<file path="src/rtl/ahb_mtx_pkg.sv">
// ---------------------------------------------------------------------------
// ahb_mtx_pkg
// Shared encodings for the AHB bus matrix input stage.
//   - AHB transfer, burst and response encodings.
//   - Input-stage FSM state encoding.
//   - Packed address-phase control bundle passed between the input stage
//     and its holding register.
// ---------------------------------------------------------------------------
package ahb_mtx_pkg;

  // HTRANS encodings
  localparam logic [1:0] TRN_IDLE   = 2'b00;
  localparam logic [1:0] TRN_BUSY   = 2'b01;
  localparam logic [1:0] TRN_NONSEQ = 2'b10;
  localparam logic [1:0] TRN_SEQ    = 2'b11;

  // HBURST encodings
  localparam logic [2:0] BUR_SINGLE = 3'b000;
  localparam logic [2:0] BUR_INCR   = 3'b001;
  localparam logic [2:0] BUR_WRAP4  = 3'b010;
  localparam logic [2:0] BUR_INCR4  = 3'b011;
  localparam logic [2:0] BUR_WRAP8  = 3'b100;
  localparam logic [2:0] BUR_INCR8  = 3'b101;
  localparam logic [2:0] BUR_WRAP16 = 3'b110;
  localparam logic [2:0] BUR_INCR16 = 3'b111;

  // HRESP encodings
  localparam logic RSP_OKAY  = 1'b0;
  localparam logic RSP_ERROR = 1'b1;

  // Input-stage FSM states
  typedef enum logic [1:0] {
    ST_IDLE = 2'b00,
    ST_HOLD = 2'b01,
    ST_DATA = 2'b10
  } state_t;

  // Address-phase control fields (address travels separately, width is a parameter)
  typedef struct packed {
    logic       sel;
    logic [1:0] trans;
    logic       write;
    logic [2:0] size;
    logic [2:0] burst;
    logic [3:0] prot;
    logic       lock;
  } addr_ctl_t;

  // NONSEQ and SEQ are the only transfer types that carry data
  function automatic logic trans_active(input logic [1:0] trans);
    return trans[1];
  endfunction

endpackage

</file>
<file path="src/rtl/ahb_mtx_hold_reg.sv">
// ---------------------------------------------------------------------------
// ahb_mtx_hold_reg
// Capture register for an address phase that could not be issued, plus the
// mux that chooses between the held phase and the live master phase.
// Ports:
//   HCLK, HRESETn   clock, asynchronous active-low reset
//   load            capture live_ctl/live_addr, mark held
//   clear           held phase has been issued, release it
//   sel_ok          HSELS & HREADYS from the master side
//   live_ctl/addr   current master address phase
//   held_valid      a phase is sitting in the register
//   out_ctl/addr    address phase presented towards the arbiter
// Build option: AHB_MTX_HOLD_SEQ_TO_NONSEQ_EN presents a held SEQ as a
// NONSEQ INCR, because arbitration has broken the original burst.
// ---------------------------------------------------------------------------
module ahb_mtx_hold_reg
  import ahb_mtx_pkg::*;
#(
  parameter int AW = 32
) (
  input  logic          HCLK,
  input  logic          HRESETn,
  input  logic          load,
  input  logic          clear,
  input  logic          sel_ok,
  input  addr_ctl_t     live_ctl,
  input  logic [AW-1:0] live_addr,
  output logic          held_valid,
  output addr_ctl_t     out_ctl,
  output logic [AW-1:0] out_addr
);

  logic          held_valid_q, held_valid_d;
  addr_ctl_t     held_ctl_q, held_ctl_d;
  logic [AW-1:0] held_addr_q, held_addr_d;

  // Next-state of the holding register: load takes the live phase, clear releases it
  always_comb begin
    held_valid_d = held_valid_q;
    held_ctl_d   = held_ctl_q;
    held_addr_d  = held_addr_q;
    if (load) begin
      held_valid_d = 1'b1;
      held_ctl_d   = live_ctl;
      held_addr_d  = live_addr;
    end else if (clear) begin
      held_valid_d = 1'b0;
    end else begin
      held_valid_d = held_valid_q;
    end
  end

  // Holding register flops
  always_ff @(posedge HCLK or negedge HRESETn) begin
    if (!HRESETn) begin
      held_valid_q <= 1'b0;
      held_ctl_q   <= '0;
      held_addr_q  <= '0;
    end else begin
      held_valid_q <= held_valid_d;
      held_ctl_q   <= held_ctl_d;
      held_addr_q  <= held_addr_d;
    end
  end

  // Presented phase: held phase has priority; with nothing held and no
  // valid master select the transfer type is forced to IDLE
  always_comb begin
    out_ctl  = live_ctl;
    out_addr = live_addr;
    if (held_valid_q) begin
      out_ctl  = held_ctl_q;
      out_addr = held_addr_q;
`ifdef AHB_MTX_HOLD_SEQ_TO_NONSEQ_EN
      if (held_ctl_q.trans == TRN_SEQ) begin
        out_ctl.trans = TRN_NONSEQ;
        out_ctl.burst = BUR_INCR;
      end else begin
        out_ctl.trans = held_ctl_q.trans;
      end
`endif
    end else if (!sel_ok) begin
      out_ctl.trans = TRN_IDLE;
    end else begin
      out_ctl = live_ctl;
    end
  end

  assign held_valid = held_valid_q;

endmodule

</file>
<file path="src/rtl/ahb_mtx_input_hold.sv">
// ---------------------------------------------------------------------------
// ahb_mtx_input_hold
// Master-side input stage of the AHB bus matrix. Raises a request to the
// target arbiter for every live NONSEQ/SEQ, passes granted transfers straight
// through, holds and stalls ungranted ones, and forwards the target's
// HREADY/HRESP to the master during the data phase.
// Ports:
//   HCLK, HRESETn            clock, asynchronous active-low reset
//   HSELS..HMASTLOCKS        master address phase, HREADYS bus-level ready
//   HREADYOUTS, HRESPS       ready/response back to the master
//   req, grant               arbiter handshake
//   HREADYM, HRESPM          target-side ready/response
//   HSELM..HMASTLOCKM        address phase presented to the arbiter/target mux
// Build option: AHB_MTX_HOLD_SEQ_TO_NONSEQ_EN (see ahb_mtx_hold_reg).
// ---------------------------------------------------------------------------
module ahb_mtx_input_hold
  import ahb_mtx_pkg::*;
#(
  parameter int AW = 32
) (
  input  logic          HCLK,
  input  logic          HRESETn,
  input  logic          HSELS,
  input  logic [AW-1:0] HADDRS,
  input  logic [1:0]    HTRANSS,
  input  logic          HWRITES,
  input  logic [2:0]    HSIZES,
  input  logic [2:0]    HBURSTS,
  input  logic [3:0]    HPROTS,
  input  logic          HMASTLOCKS,
  input  logic          HREADYS,
  output logic          HREADYOUTS,
  output logic          HRESPS,
  output logic          req,
  input  logic          grant,
  input  logic          HREADYM,
  input  logic          HRESPM,
  output logic          HSELM,
  output logic [AW-1:0] HADDRM,
  output logic [1:0]    HTRANSM,
  output logic          HWRITEM,
  output logic [2:0]    HSIZEM,
  output logic [2:0]    HBURSTM,
  output logic [3:0]    HPROTM,
  output logic          HMASTLOCKM
);

  state_t    state_q, state_d;
  logic      sel_ok;
  logic      live;
  logic      load;
  logic      clear;
  logic      held_valid;
  addr_ctl_t live_ctl;
  addr_ctl_t out_ctl;

  assign sel_ok = HSELS & HREADYS;
  assign live   = sel_ok & trans_active(HTRANSS);

  assign live_ctl = '{sel:   HSELS,
                      trans: HTRANSS,
                      write: HWRITES,
                      size:  HSIZES,
                      burst: HBURSTS,
                      prot:  HPROTS,
                      lock:  HMASTLOCKS};

  // Next state plus load/clear strobes for the holding register
  always_comb begin
    state_d = state_q;
    load    = 1'b0;
    clear   = 1'b0;
    case (state_q)
      ST_IDLE, ST_DATA: begin
        if ((state_q == ST_DATA) && !HREADYM) begin
          // Data phase still waited: master is stalled, address is stable
          state_d = ST_DATA;
        end else if (live) begin
          if (grant && HREADYM) begin
            state_d = ST_DATA;
          end else begin
            load    = 1'b1;
            state_d = ST_HOLD;
          end
        end else begin
          state_d = ST_IDLE;
        end
      end
      ST_HOLD: begin
        if (grant && HREADYM) begin
          clear   = 1'b1;
          state_d = ST_DATA;
        end else begin
          state_d = ST_HOLD;
        end
      end
      default: begin
        state_d = ST_IDLE;
      end
    endcase
  end

  // FSM state register
  always_ff @(posedge HCLK or negedge HRESETn) begin
    if (!HRESETn) begin
      state_q <= ST_IDLE;
    end else begin
      state_q <= state_d;
    end
  end

  // Master-facing ready/response; the issue cycle out of ST_HOLD still reads 0
  always_comb begin
    HREADYOUTS = 1'b1;
    HRESPS     = RSP_OKAY;
    case (state_q)
      ST_IDLE: begin
        HREADYOUTS = 1'b1;
        HRESPS     = RSP_OKAY;
      end
      ST_HOLD: begin
        HREADYOUTS = 1'b0;
        HRESPS     = RSP_OKAY;
      end
      ST_DATA: begin
        HREADYOUTS = HREADYM;
        HRESPS     = HRESPM;
      end
      default: begin
        HREADYOUTS = 1'b1;
        HRESPS     = RSP_OKAY;
      end
    endcase
  end

  ahb_mtx_hold_reg #(
    .AW (AW)
  ) u_hold_reg (
    .HCLK       (HCLK),
    .HRESETn    (HRESETn),
    .load       (load),
    .clear      (clear),
    .sel_ok     (sel_ok),
    .live_ctl   (live_ctl),
    .live_addr  (HADDRS),
    .held_valid (held_valid),
    .out_ctl    (out_ctl),
    .out_addr   (HADDRM)
  );

  assign req        = held_valid | live;
  assign HSELM      = out_ctl.sel;
  assign HTRANSM    = out_ctl.trans;
  assign HWRITEM    = out_ctl.write;
  assign HSIZEM     = out_ctl.size;
  assign HBURSTM    = out_ctl.burst;
  assign HPROTM     = out_ctl.prot;
  assign HMASTLOCKM = out_ctl.lock;

endmodule

</file>
<file path="config.mk">
export PLATFORM = sky130hd
export DESIGN_NAME = ahb_mtx_input_hold
export DESIGN_NICKNAME = d
export VERILOG_FILES = /design/src/rtl/ahb_mtx_pkg.sv /design/src/rtl/ahb_mtx_hold_reg.sv /design/src/rtl/ahb_mtx_input_hold.sv
export SDC_FILE = /design/constraint.sdc
export NUM_CORES = 1
export LEC_CHECK = 0
export BUFFER_PORTS_ARGS = -buffer_cell sky130_fd_sc_hd__buf_2
export CAP_MARGIN = 25
export CELL_PAD_IN_SITES_DETAIL_PLACEMENT = 0
export CELL_PAD_IN_SITES_GLOBAL_PLACEMENT = 2
export CORE_UTILIZATION = 34
export CTS_BUF_LIST = sky130_fd_sc_hd__clkbuf_4 sky130_fd_sc_hd__clkbuf_8 sky130_fd_sc_hd__clkbuf_16
export DETAILED_ROUTE_END_ITERATION = 8
export HOLD_SLACK_MARGIN = 0.05
export PLACE_DENSITY = 0.88
export SETUP_SLACK_MARGIN = 0.4
export SLEW_MARGIN = 5
export SYNTH_ARGS = -nofsm -noshare
export SYNTH_HDL_FRONTEND = slang
export SYNTH_SLANG_ARGS = --single-unit
</file>
<file path="constraint.sdc">
create_clock -name HCLK -period 2.77 [get_ports HCLK]
set_input_delay 0.831 -clock HCLK [delete_from_list [all_inputs] [get_ports HCLK]]
set_output_delay 0.831 -clock HCLK [all_outputs]
set_load 0.03 [all_outputs]
</file>
# Yosys cells after proc, flatten, opt, wreduce, memory -nomap -nowiden
# Index checks and enable logic that the tools add are counted.
# totals
reg_bits	50
output_inout_bits	50
elab_cells	38
# op_classes
n_eq_ne	2
mux	17
bitwise	3
reduce_logical	6
# ops
op	n
$mux 32	1
$mux 15	1
$mux 1	9
$mux 2	4
$pmux 2 s2	1
$and 1x1->1	2
$eq 2x1->1 const B	1
$eq 2x2->1 const B	1
$logic_and 1x1->1	2
$logic_not 2->1	1
$pmux 1 s2	1
$reduce_bool 2->1	1
$reduce_or 2->1	1
$logic_not 1->1	1
$or 1x1->1	1

# Logic depth before layout (Yosys ltp)
# Gate-level depths: netlist (run 1).
# depth
word_depth	6
depth_mapped	5
ltp_nobuf	3

# Hierarchy
# From an unflattened synthesis (run 1), not the netlist that was laid out.
# hier_totals
cells_unflattened	178
area_unflattened_um2	2606.2
# by_module_without_submodules
module	n_inst	cells_each	area_each_um2
ahb_mtx_hold_reg	1	159	2449.8
ahb_mtx_input_hold	1	19	156.4

# Worst setup path before layout (run 1)
# Ideal clock, no wire load.
# synth_timing
path_kind	input port to output port
start	input port HTRANSS[1]
end	output port HTRANSM[1]
arrival_ns	1.598
required_ns	1.939
path_slack_ns	0.341
cell_stages	2
n_path_buf	0
cell_sequence	nand3_1 o21ai_0
# synth_via
elab_chain_cells	2
# synth_rtl
item	line	source
start: declaration	ahb_mtx_input_hold.sv:25	input logic [1:0] HTRANSS,
$mux 2	ahb_mtx_hold_reg.sv:82	end else if (!sel_ok) begin
$mux 15	ahb_mtx_hold_reg.sv:71	if (held_valid_q) begin
end: declaration	ahb_mtx_input_hold.sv:40	output logic [1:0] HTRANSM,
# Every way passes these cells.

# Final worst setup path (run 1)
# layout_timing
start	input port HREADYM
end	output port HREADYOUTS
# layout_via
elab_chain_cells	1
# layout_rtl
item	line	source
start: declaration	ahb_mtx_input_hold.sv:36	input logic HREADYM,
$pmux 1 s2	ahb_mtx_input_hold.sv:116	case (state_q)
end: declaration	ahb_mtx_input_hold.sv:32	output logic HREADYOUTS,
# Every way passes these cells.

==> results.md, run 1 <==
* Outcome: finished, final reports clean
* Dpl hpwl at approximately 3.6 mm
* Post-synth top area share at around half
* H-tree depth at 2
* Setup Crit Path Kind: in -> out
* First-pass GRT wire length at a little under 8 mm
* DRC at 0
* Period utilization at between 80% and 90%
* Post-layout min period at around 2.4 ns
* Hold_ws at roughly 0.48 ns
* Syn avg cell area at between 10 and 15 sq um
* Die footprint at roughly 0.0080 sq mm
* Slowest stage cell, crit path: or3b_4
* Sequential area share after synthesis at 48.4%
* GRT Residual Overflow at 0
* Syn. warnings at 0
* Most common cell after layout, fill and taps aside: buf_2
* Critical Path RT at between 1.5 and 2 ns
* Largest family of logic cells by synthesized area: multiplexers
* CP bufs+invs at 2
* CP Data Arrival Time at between 1.5 and 2 ns
* Drt total wl at approximately 5 mm
* Starting Density at between 30% and 40%
* Sink Count at 50
* Starting DRC count in detailed routing at 29
* Fin area at between 0.003 and 0.004 sq mm
* CP Launch Type: input port
* ANT nets after route at 0
* TritonCTS Buffers at 5
* Mapped Nets at roughly 230
* Max-cap viol count at 0
* Via count at about 1800
* Final Max Slew Viols at 0
* Largest net degree at the start of global routing at 33
* Max IR drop VDD at around 320 uV
* Die height at just under 90 um
* Leading area contributor after synthesis: dfrtp_1
* Fmax at 417 MHz
* Clock share of power at between 10% and 20%
* CORE AREA at around 0.0073 sq mm
* Switching portion of total power at 35.6%
* Setup repair after global routing missed its margin: yes
* Synthesis-stage register bit count at 50
* Vias in the first global route at ~1700
* Vias per inst at 4.66
* Leak Pwr at 1.68 nW
* # IOs at 103
* Most frequent cells in the layout: buf_2, mux2_2, dfrtp_1
* Simple-gate share of the synthesized area at under 10%
* Cell-internal power at around 1.7 mW
* Adder-cell share of the synthesized area at 0%
* CTS tree: done
* Initial antenna violation count at 0
* Syn Std Cell Area at ~0.0026 sq mm
* Area Growth Syn to Fin at 30.8%
* Mux cell area share after synthesis at roughly 43%
* Least-Margin Pin Slew at approximately 0.67 ns
* DRT Pass-1 Iters at 4
* Post-Synth XOR/XNOR Area at 0%
* Clock root cell: clkbuf_8
* Post-Place Cell Area at around 0.0032 sq mm
* GRT Total Usage at between 10% and 20%
* Hold_buf cts at 0
* Diodes inserted at 0
* Unique masters post-synth at 18
* DR WL/cell at between 10 and 15 um
* Worst Skew at roughly 0.010 ns
* Pwr/cell area at between 700 and 800 mW/mm^2
* Slew margin rel. at 55.4%
* Synth Area in Compound Gates at under 10%
* Slowest cell delay on critical path at about 0.36 ns
* Final setup viols at 0
* Global placer's final weighted congestion at around 0.71
* Clock Pin Slew Worst Setup and Hold Paths at roughly 0.09 ns
* Share of layout cells above drive strength 1 at approximately three quarters
* Setup TNS at 0 ns
* CTS Buffer Depth at 2
* PortBufs at just over 100
* Crit. End Element: output port
* Final #Nets at between 300 and 400
* CP max FO at 2
* Largest delay contributor family on the critical path: simple AND/OR/NAND/NOR gates
* Flop pwr share at 38.9%
* FP Rows at 31
* Largest cells by area after synthesis: dfrtp_1, mux2_2, mux2_4, buf_6, buf_2
* Die W at just under 90 um
* Logic pwr share at 44.7%
* Final Hold Fails at 0
* Worst skew pair latency at around 0.3 ns
* Net load switching power at 960 uW
* Hold WC Path Type: reg -> reg
* Cells after synthesis at 175
* Crit-path cells: buf_8 > or3b_4 > and2_4 > buf_6
-- through the flow --
| step | utilization, % | std cells | worst slack [ns] | total power, mW |
|---|---|---|---|---|
| final | 46.4 | 382 | 0.374 | 2.70 |
| after global routing | 46.4 | 382 | 0.364 | 2.86 |
| after CTS | 46.4 | 382 | 0.377 | 2.74 |
| after detailed placement | 44.3 | 369 | 0.150 | 2.25 |
| after global placement | 44.3 | 369 | 0.160 | 2.24 |
| after floorplan | - | 175 | 0.434 | 1.98 |
-- area by class of cell --
class,count,area [sq um]
clock buffer,7,90.1
tap,99,124
sequential,50,1250
fill,693,3910
clock inverter,1,5.00
inverter,1,3.75
timing repair buffer,111,632
multi-input combinational,113,1270
-- metal layers --
layer	wire [um]	vias to the layer above	GRT usage [%]
li1	-	840	-
met1	2250	878	15.4
met2	2470	56	22.3
met3	326	5	3.97
met4	43	0	4.33
met5	0	-	0
-- timing repair --
| item | 4_1_cts | 5_1_grt |
|---|---|---|
| setup endpoints to repair | 49 | 32 |
| endpoints found under the hold margin | 0 | 0 |
| pin swaps | 2 | 0 |
| buffers inserted | 5 | 0 |
| gates resized for setup | 7 | 0 |
-- worst reg2reg max path, delay by kind of cell, from the launching register on --
| family | cells | cell delay (ns) |
|---|---|---|
| buf+inv | 1 | 0.27 |
| simple gates | 1 | 0.37 |
| mux | 1 | 0.32 |
| flops | 1 | 0.44 |
| compound gates | 1 | 0.26 |
-- synthesized netlist by cell type (all sizes together) --
cell,n
mux2,90
dfrtp,50
and2,1
nor3b,1
nor2,2
o211ai,1
nand3,2
or3b,1
inv,1
clkbuf,2
nand2,3
a21oi,3
nand2b,4
and4b,1
o21ai,4
buf,9
-- logic make-up after synthesis --
family	after synthesis
AOI/OAI and AO/OA	8
buffers and inverters	12
DFF	50
muxes	90
and+or+nand+nor	15
-- path summary, 6_finish.rpt --
kind / from / endpoint / slack, ns / cells after the start
setup reg to reg: state_q[0]$_DFF_PN0_ / u_hold_reg.held_addr_q[0]$_DFFE_PN0P_ / 0.99 / 4
hold / removal: u_hold_reg.held_ctl_q[13]$_DFFE_PN0P_ / u_hold_reg.held_ctl_q[13]$_DFFE_PN0P_ / 0.48 / 1
hold reg to reg: u_hold_reg.held_ctl_q[13]$_DFFE_PN0P_ / u_hold_reg.held_ctl_q[13]$_DFFE_PN0P_ / 0.48 / 1
min in group asynchronous: HRESETn / state_q[0]$_DFF_PN0_ / 0.54 / 1
setup / recovery: HREADYM / HREADYOUTS / 0.37 / 4
max in group asynchronous: HRESETn / u_hold_reg.held_ctl_q[1]$_DFFE_PN0P_ / 1.47 / 2
-- flip-flops by register name (all words and copies together), names as in the netlist --
| signal | count |
|---|---|
| u_hold_reg.held_ctl_q | 15 |
| u_hold_reg.held_valid | 1 |
| u_hold_reg.held_addr_q | 32 |
| state_q | 2 |
-- power by group through the flow --
| stage | registers, mW | logic [mW] | clock network (mW) |
|---|---|---|---|
| floorplan | 1.02 | 0.952 | 0 |
| global placement | 1.08 | 1.16 | 0 |
| detailed placement | 1.08 | 1.17 | 0 |
| CTS | 1.05 | 1.23 | 0.464 |
| global route | 1.07 | 1.30 | 0.489 |
| finish | 1.05 | 1.21 | 0.442 |
Power figures use the tool's default switching activity.
==> inputs of run 2 (changes only) <==
--- a/config.mk
+++ b/config.mk
@@ -5,11 +5,12 @@
 export SDC_FILE = /design/constraint.sdc
 export NUM_CORES = 1
 export LEC_CHECK = 0
+export ABC_AREA = 1
 export BUFFER_PORTS_ARGS = -buffer_cell sky130_fd_sc_hd__buf_2
 export CAP_MARGIN = 25
 export CELL_PAD_IN_SITES_DETAIL_PLACEMENT = 0
 export CELL_PAD_IN_SITES_GLOBAL_PLACEMENT = 2
-export CORE_UTILIZATION = 34
+export CORE_UTILIZATION = 27
 export CTS_BUF_LIST = sky130_fd_sc_hd__clkbuf_4 sky130_fd_sc_hd__clkbuf_8 sky130_fd_sc_hd__clkbuf_16
 export DETAILED_ROUTE_END_ITERATION = 8
 export HOLD_SLACK_MARGIN = 0.05
==> results.md, run 2 <==
* Share of layout cells above drive strength 1 at 26.9% (-49 points)
* Vias in the first global route at 2396 (+42%)
* Period utilization at 84.1% (-2.4 points)
* Mapped Nets at 425 (+86%)
* Starting Density at 27.9% (-7.5 points)
* Starting DRC count in detailed routing at 83 (+190%)
* Unique masters post-synth at 19 (+1)
* Final #Nets at 520 (+55%)
* Fmax at 429 MHz (+2.9%)
* Outcome: finished, final reports clean
* Most common cell after layout, fill and taps aside: nand2_1
* Worst Skew at 0.00886 ns (-0.00137 ns)
* CTS Buffer Depth at 2 (unchanged)
* Largest register FFs at 32 (unchanged)
* Worst skew pair latency at 0.30 ns (about the same)
* DRT Pass-1 Iters at 4 (unchanged)
* Mux cell area share after synthesis at 0% (-43 points)
* Fin area at 0.00333 sq mm (-1.6%)
* Final setup viols at 0 (unchanged)
* Die footprint at 0.00995 sq mm (+25%)
* Async S/R FF share, synth at 100% (unchanged)
* Finished Core Util at 36.0% (-10 points)
* Post-synth top area share at 48.5% (+0.12 points)
* Clock Pin Slew Worst Setup and Hold Paths at 0.09 ns (about the same)
* Global placer's final weighted congestion at 0.708 (-0.78%)
* ANT nets after route at 0 (unchanged)
* Post-layout min period at 2.33 ns (-0.0668 ns)
* Post-synth EDFFs at 0 (unchanged)
* Dpl hpwl at 4.75 mm (+33%)
* Hold depth at 2 (+1)
* Simple-gate share of the synthesized area at 44.4% (+41 points)
* Hold_buf cts at 0 (unchanged)
* Diodes inserted at 0 (unchanged)
* Count leader, synth: nand2_1
* GRT Residual Overflow at 0 (unchanged)
* Synth Area in Compound Gates at 1.46% (-0.38 points)
* First-pass GRT wire length at 11.4 mm (+47%)
* Hold WC Path Type: reg -> reg
* Worst slack, placed at 0.445 ns (+0.295 ns)
* Synth Flop Type: dfrtp_1
* Most frequent cells in the layout: nand2_1, buf_2, dfrtp_1
* Via count at 2563 (+44%)
* Leading area contributor after synthesis: dfrtp_1
* # IOs at 103 (unchanged)
* DR WL/cell at 11.4 um (-14%)
* Max-cap viol count at 0 (unchanged)
* CTS tree: done
* Initial antenna violation count at 0 (unchanged)
* Sequential area share after synthesis at 48.5% (+0.12 points)
* DRC at 0 (unchanged)
* Adder-cell share of the synthesized area at 0% (unchanged)
* Setup Crit Path Kind: in -> out
* TritonCTS Buffers at 5 (unchanged)
* Most flops, register: u_hold_reg.held_addr_q
* CP Data Arrival Time at 1.50 ns (-0.06 ns)
* Cells after synthesis at 372 (+110%)
* Vias per inst at 4.29 (-7.8%)
* Syn avg cell area at 6.93 sq um (-53%)
* Final Hold Fails at 0 (unchanged)
* Setup repair after global routing missed its margin: yes
* Final setup margin at 0.441 ns (+0.0668 ns)
* Largest cells by area after synthesis: dfrtp_1, nand2_1, nand3_1, buf_2, clkbuf_1
* Least-Margin Pin Slew at 0.750 ns (+0.0836 ns)
* Clock root cell: clkbuf_8
* Post-synth top cells: nand2_1, dfrtp_1, nand3_1
* Worst reg-to-reg path cell count at 7 (+3)
* Post-Place Cell Area at 0.00323 sq mm (about the same)
* Leak Pwr at 1.99 nW (+19%)
* Die W at 99.7 um (+12%)
* Largest net degree at the start of global routing at 46 (+39%)
* Fill cells at 1048 (+51%)
* PortBufs at 102 (unchanged)
* Final Max Slew Viols at 0 (unchanged)
* Crit. End Element: output port
* Syn Std Cell Area at 0.00258 sq mm (-0.24%)
* Final total power at 3.14 mW (+16%)
* CORE AREA at 0.00924 sq mm (+27%)
* CP Launch Type: input port
* CP max FO at 3 (+1)
* FP Rows at 35 (+13%)
* Pwr/cell area at 943 mW/mm^2 (+18%)
* Slew margin rel. at 50.0% (-5.4 points)
* Max IR drop VDD at 391 uV (+22%)
* Total setup buffers inserted after CTS at 0 (-5)
* Critical Path RT at 1.94 ns (about the same)
* GRT Total Usage at 14.3% (+1.3 points)
* Top flop regs: u_hold_reg.held_addr_q: 32 flops, u_hold_reg.held_ctl_q: 15 flops, state_q: 2 flops
* Post-Synth XOR/XNOR Area at 0% (unchanged)
* Setup TNS at 0 ns (unchanged)
* Area Growth Syn to Fin at 29.0%
* Synthesis-stage register bit count at 50 (unchanged)
* Drt total wl at 6.81 mm (+34%)
* Largest family of logic cells by synthesized area: simple AND/OR/NAND/NOR gates
* H-tree depth at 2 (unchanged)
* Syn. warnings at 0 (unchanged)
* Die height at 99.7 um (+12%)
* Sink Count at 50 (unchanged)
## run 2: cell count changes after synthesis, sizes merged, moves of 2 or more
cell / change
nand2: +229
nand2b: -4
nand3: +45
inv: +6
a21oi: -2
mux2: -90
buf: +6
clkbuf: +7
## run 2: worst paths after layout
kind / from / endpoint / slack, ns
max in group asynchronous: HRESETn / u_hold_reg.held_valid$_DFFE_PN0P_ / 1.51
min in group asynchronous: HRESETn / u_hold_reg.held_addr_q[27]$_DFFE_PN0P_ / 0.60
worst min-delay path: u_hold_reg.held_ctl_q[14]$_DFFE_PN0P_ / u_hold_reg.held_ctl_q[14]$_DFFE_PN0P_ / 0.47
worst max register to register: state_q[0]$_DFF_PN0_ / u_hold_reg.held_ctl_q[1]$_DFFE_PN0P_ / 1.33
worst min register to register: u_hold_reg.held_ctl_q[14]$_DFFE_PN0P_ / u_hold_reg.held_ctl_q[14]$_DFFE_PN0P_ / 0.47
worst max-delay path: HREADYM / HREADYOUTS / 0.44
## run 2: layout make-up
| type | count | area, sq um | area share [%] |
|---|---|---|---|
| clock buffers | 8 | 91.3 | 2.75 |
| well taps | 129 | 161 | 4.85 |
| repair buffers | 112 | 608 | 18.3 |
| inverters | 7 | 26.3 | 0.790 |
| multi-input cells | 291 | 1190 | 35.7 |
| flip-flops and latches | 50 | 1250 | 37.6 |
## run 2: repair_timing
item,in CTS,in global routing
endpoints found under the setup margin,1,4
endpoints found under the hold margin,0,0
gates resized for setup,1,3
pin swaps,0,0
## run 2: cells by family after synthesis
kind of cell | after synthesis
AOI/OAI and AO/OA | 7
buffers and inverters | 31
DFF | 50
and+or+nand+nor | 284
## run 2: stage by stage
step / hold WS, ns / std cells
6_report: 0.470 / 597
5_1_grt: 0.496 / 597
4_1_cts: 0.477 / 597
3_5_place_dp: 0.453 / 589
3_3_place_gp: 0.447 / 589
2_1_floorplan: 0.418 / 372
## run 2: power by group
group | internal (mW) | switching [mW]
combinational | 0.481 | 1.18
clock | 0.210 | 0.229
sequential | 0.927 | 0.106
total | 1.62 | 1.52
## run 2: worst max-delay path: stages
cell,delay [ns]
buf_2,0.11
nand3b_1,0.22
inv_1,0.13
a21oi_2,0.04
buf_4,0.17
## run 2: metal layers
layer,wire length (um),global-route usage [%]
met3,362,2.67
met1,3280,18.9
met5,0,0
met4,49,3.85
met2,3110,23.9
